==> src/rtl/apb_completer_mem.sv <==
// APB completer with a word-addressed register file, programmable wait states,
// address-window error response and transfer/error counters.
module apb_completer_mem #(
    parameter int          SEL_INDEX   = 0,
    parameter logic [31:0] BASE_ADDR   = 32'h8000_0000,
    parameter int          DEPTH       = 16,
    parameter int          WAIT_STATES = 0
) (
    input  logic        Hclk,
    input  logic        Hreset,
    input  logic [2:0]  Pselx,
    input  logic        Penable,
    input  logic        Pwrite,
    input  logic [31:0] Paddr,
    input  logic [31:0] Pwdata,
    output logic [31:0] Prdata,
    output logic        Pready,
    output logic        Pslverr,
    output logic [15:0] Xfer_count,
    output logic [7:0]  Err_count
);

    localparam int          AW   = $clog2(DEPTH);
    localparam logic [31:0] SPAN = 32'(4 * DEPTH);

    typedef enum logic {
        IDLE,
        ACCESS
    } state_t;

    state_t      state_q, state_d;
    logic [3:0]  wcnt_q, wcnt_d;
    logic        wr_q;
    logic        err_q;
    logic [AW-1:0] idx_q;
    logic [31:0] wdata_q;
    logic [31:0] rdata_q;
    logic [15:0] xfer_q;
    logic [7:0]  errc_q;
    logic [31:0] mem_q [DEPTH];

    logic        sel;
    logic        latch_w;
    logic        complete_w;
    logic [31:0] off_w;
    logic        err_w;
    logic [AW-1:0] idx_w;
    logic [DEPTH-1:0] we_w;
    logic        unused_sel_bits;

    assign sel             = Pselx[SEL_INDEX];
    assign unused_sel_bits = ^Pselx;

    // Decode happens while the setup phase is on the bus, so only the
    // resulting index and error flag need to be held through the access phase.
    assign off_w = Paddr - BASE_ADDR;
    assign err_w = (off_w >= SPAN) | (Paddr[1:0] != 2'b00);
    assign idx_w = off_w[AW+1:2];

    always_comb begin
        state_d    = state_q;
        wcnt_d     = wcnt_q;
        latch_w    = 1'b0;
        complete_w = 1'b0;
        case (state_q)
            IDLE: begin
                if (sel && !Penable) begin
                    latch_w = 1'b1;
                    state_d = ACCESS;
                end
            end
            ACCESS: begin
                if (!sel) begin
                    state_d = IDLE;
                end else if (!Penable) begin
                    latch_w = 1'b1;
                end else if (wcnt_q != 4'd0) begin
                    wcnt_d = wcnt_q - 4'd1;
                end else begin
                    complete_w = 1'b1;
                    state_d    = IDLE;
                end
            end
            default: state_d = IDLE;
        endcase
        if (latch_w) begin
            wcnt_d = 4'(WAIT_STATES);
        end
    end

    always_ff @(posedge Hclk) begin
        if (Hreset) begin
            state_q <= IDLE;
            wcnt_q  <= 4'd0;
            wr_q    <= 1'b0;
            err_q   <= 1'b0;
            idx_q   <= '0;
            wdata_q <= 32'd0;
            rdata_q <= 32'd0;
            xfer_q  <= 16'd0;
            errc_q  <= 8'd0;
        end else begin
            state_q <= state_d;
            wcnt_q  <= wcnt_d;
            if (latch_w) begin
                wr_q    <= Pwrite;
                err_q   <= err_w;
                idx_q   <= idx_w;
                wdata_q <= Pwdata;
                // Memory cannot change while this transfer is pending, so the
                // read word can be captured at setup.
                rdata_q <= mem_q[idx_w];
            end
            if (complete_w) begin
                if (err_q) begin
                    if (errc_q != 8'hFF) begin
                        errc_q <= errc_q + 8'd1;
                    end
                end else begin
                    xfer_q <= xfer_q + 16'd1;
                end
            end
        end
    end

    genvar gi;
    generate
        for (gi = 0; gi < DEPTH; gi++) begin : g_we
            assign we_w[gi] = complete_w & wr_q & ~err_q & (idx_q == AW'(gi));
        end
    endgenerate

    always_ff @(posedge Hclk) begin
        for (int i = 0; i < DEPTH; i++) begin
            if (Hreset) begin
                mem_q[i] <= 32'd0;
            end else if (we_w[i]) begin
                mem_q[i] <= wdata_q;
            end
        end
    end

    assign Pready     = (state_q == ACCESS) && (wcnt_q == 4'd0);
    assign Pslverr    = Pready & err_q;
    assign Prdata     = (Pready && !wr_q && !err_q) ? rdata_q : 32'd0;
    assign Xfer_count = xfer_q;
    assign Err_count  = errc_q;

endmodule

==> config.mk <==
export PLATFORM = sky130hd
export DESIGN_NAME = apb_completer_mem
export DESIGN_NICKNAME = d
export VERILOG_FILES = /design/src/rtl/apb_completer_mem.sv
export SDC_FILE = /design/constraint.sdc
export NUM_CORES = 1
export LEC_CHECK = 0
export ABC_CLOCK_PERIOD_IN_PS = 9700
export CAP_MARGIN = 25
export CORE_ASPECT_RATIO = 2
export CORE_MARGIN = 5
export CORE_UTILIZATION = 35
export CTS_CLUSTER_DIAMETER = 60
export DETAILED_ROUTE_END_ITERATION = 8
export GPL_TIMING_DRIVEN = 0
export MAX_ROUTING_LAYER = met4
export RECOVER_POWER = 25
export SLEW_MARGIN = 20
export SYNTH_ARGS = -nofsm -noshare
export SYNTH_HDL_FRONTEND = slang
export SYNTH_SLANG_ARGS = --single-unit
==> constraint.sdc <==
create_clock -name Hclk -period 9.7 [get_ports Hclk]
set_input_delay 1.94 -clock Hclk [delete_from_list [all_inputs] [get_ports Hclk]]
set_output_delay 1.94 -clock Hclk [all_outputs]
set_load 0.01 [all_outputs]
==> flow_metrics.py <==
metrics = {
    "worst_setup_path": {
        "cp-start-kind": "register",
        "cp.required_ns": 7.76,
        "worstSetupPathType": "register to output pin",
        "critPathMaxStageDelay_ns": 0.73,
        "endpoint_kind": "output pin",
        "cp.arrival_ns": 4.03,
        "slowest_stage": "clkbuf_1",
        "cp_max_fo": 10,
        "worstPathCellList": "inv_1 > ha_1 > nand4bb_1 > buf_2 > inv_2 > nand2_1 > nor2_1 > clkbuf_1 > and2_1 > clkdlybuf4s50_1",
    },
    "clock_tree": {
        "clkTransAtPathRegs_ns": 0.07,
        "clock_latency_ns": 0.63,
        "post_cts_resized": 0,
        "clock_sinks": 611,
        "clockRootBuffer": "clkbuf_16",
        "ctsHoldBuffers": 0,
        "cts_buffer_depth": 3,
        "htreeDepth": 2,
        "cts_buffers": 54,
        "cts_tree": "done",
        "postCtsSetupBuffers": 0,
    },
    "pwr": {
        "powerDensity_nw_per_um2": 177,
        "power_mw": 5.61,
        "vdd_ir_drop_max_mv": 0.125,
        "static-leakage-power_nw": 11.4,
    },
    "sta": {
        "setup_violations": 0,
        "fin_crit_ns": 5.97,
        "finalSetupTns_ns": 0,
        "hold_violations": 0,
        "rsz0062_at_grt": "false",
        "timing.slew.headroom_pct": 5.60,
        "slew_viol_final": 0,
        "fmax_mhz": 168,
        "worst_pin_slew_ns": 1.42,
        "finalCritPeriodShare_pct": 61.5,
        "setup_ws_ns": 3.73,
        "clock_skew_ns": 0.0268,
    },
    "global_routing": {
        "grt_pass1_vias": 18600,
        "grt_overflow_total": 0,
        "grt_use_total_pct": 21.7,
        "grt_max_degree": 33,
        "grt_pass1_wl_mm": 126,
        "antenna_found_initial": 2,
    },
    "floorplanning": {
        "die_h_um": 404,
        "die_x_um": 207,
        "dieArea_um2": 83600,
        "io_pins": 129,
        "rows": 144,
        "initial_core_util_pct": 35.2,
        "core_um2": 77100,
    },
    "drt": {
        "vias_per_cell": 5.33,
        "dr.pass1.iters": 5,
        "dr.first_iter.drc_count": 1423,
        "drtAntennaViolNets": 0,
        "drc": 0,
        "num_vias": 17300,
        "drt-total-wl_mm": 89.2,
        "drt-wirelength-per-cell_um": 27.5,
    },
    "synthesis": {
        "synth-seq-cells": 611,
        "syn_nets": 2053,
        "synth-main-ff-cell": "edfxtp_1",
        "synth_top_area_share_pct": 56.6,
        "yosys.area.top_type": "edfxtp_1",
        "synth-edff-count": 512,
        "synth_cell_types": 52,
        "yosys-top-cells-count": "546 x and2_1, 512 x edfxtp_1, 144 x mux2i_1",
        "netlist_instances": 1978,
        "synth_most_common_cell": "and2_1",
        "synth-async-reset-ratio_pct": 0,
        "synth.area.top_cells": "edfxtp_1 57%, and2_1 13%, dfxtp_1 7.3%, mux4_2 6.1%, mux2i_1 5.3%",
        "synth_warnings": 0,
        "syn_area_per_cell_um2": 13.7,
        "syn_area_um2": 27200,
        "synth-seq-area-share_pct": 63.9,
    },
    "place": {
        "gp_congestion": 0.888,
        "dp_hpwl_mm": 61.8,
        "portBuffers": 124,
        "dpl_cell_area_um2": 30100,
        "dpl_worst_slack_ns": 4.22,
    },
    "finish": {
        "area_growth_pct": 17.0,
        "final_area_um2": 31800,
        "fin_nets": 2247,
        "layout-drive-gt1-share_pct": 10.3,
    },
    "hold_path": {
        "min_path_type": "register to register",
    },
    "status": {
        "outcome": "finished clean",
    },
    "run": {
        "max_cap_violations": 0,
    },
}
==> routing by layer <==
metal | track usage, % | wire (um) | vias up
met1 | 22.1 | 29900 | 8696
li1 | - | - | 7600
met4 | 9.81 | 5030 | 0
met2 | 40.9 | 49200 | 740
met3 | 2.64 | 5080 | 250
met5 | - | 0 | -
==> stage by stage <==
step                      util, %  std cells  hold WS (ns)
final                        41.2       3243         0.467
after global routing         41.2       3242         0.490
after CTS                    41.4       3239         0.466
after detailed placement     39.0       3137         0.452
after global placement       38.5       3124         0.445
after floorplan                 -       1978         0.428
==> report_power, final <==
part	leakage, nW	switching, mW	internal [mW]
clock	0.906	1.03	1.25
sequential	6.10	0.0404	2.92
combinational	4.37	0.238	0.134
total	11.4	1.30	4.31
==> sequential cells by signal, summed over array words and instances (netlist names) <==
register    flops
rdata_q        32
Err_count       8
idx_q           4
Xfer_count     16
err_q           1
mem_q         512
wr_q            1
wdata_q        32
wcnt_q          4
state_q         1
==> cell families after synthesis <==
logic type	Yosys count	synth area share, %
AO/OA/AOI/OAI	203	4.98
buffers and inverters	170	2.57
adder cells (fa/ha/maj)	4	0.184
flip-flops	611	63.9
AND/OR/NAND/NOR	761	16.5
XOR/XNOR	7	0.226
multiplexers	222	11.6
==> final timing paths <==
| path | from | end | slack (ns) | cells past startpoint |
|---|---|---|---|---|
| worst min-delay path | rdata_q[7] | rdata_q[7] | 0.47 | 2 |
| worst max register to register | wcnt_q[0] | mem_q[12][15] | 5.65 | 8 |
| worst min register to register | rdata_q[7] | rdata_q[7] | 0.47 | 2 |
| worst max-delay path | wcnt_q[0] | Prdata[11] | 3.73 | 10 |
==> worst max-delay path: cells and delay by family, from the launching register on <==
kind,cells,cell delay [ns]
adder cells (fa/ha/maj),1,0.17
buffers and inverters,5,1.76
flip-flops,1,0.34
AND/OR/NAND/NOR,4,1.12
==> layout make-up <==
class                   instances  area (um^2)
fillers                      7298        45300
clock buffers                  66         1440
well taps                    1022         1280
clock inverters                36          408
repair buffers                138         1430
flip-flops and latches        611        17400
inverters                       8         30.0
diodes                          3         7.51
multi-input cells            1197         9180
plain buffers                 162          651
==> placed cells by master, fill, tap and decap left out, drive strengths merged, types with 3 or more instances in the layout <==
cell and count:
a21oi 52, a2111oi 3, inv 11, clkinvlp 3
ha 4, a22oi 51, clkinv 23, or3 8
xnor2 5, and3 5, a2bb2oi 5, mux2i 144
dfxtp 99, clkbuf 205, nand3 9, and4 4
diode 3, and2 546, o21bai 4, nor3 20
edfxtp 512, bufinv 7, or4 10, clkdlybuf4s50 98
o21ai 36, nand4 9, a21o 12, nor2 29
nand2b 5, mux4 74, buf 37, dlygate4sd3 26
nor4 8, o31ai 6, nand2 88, nor2b 12
a32oi 25, mux2 4
Power figures use the tool's default switching activity.
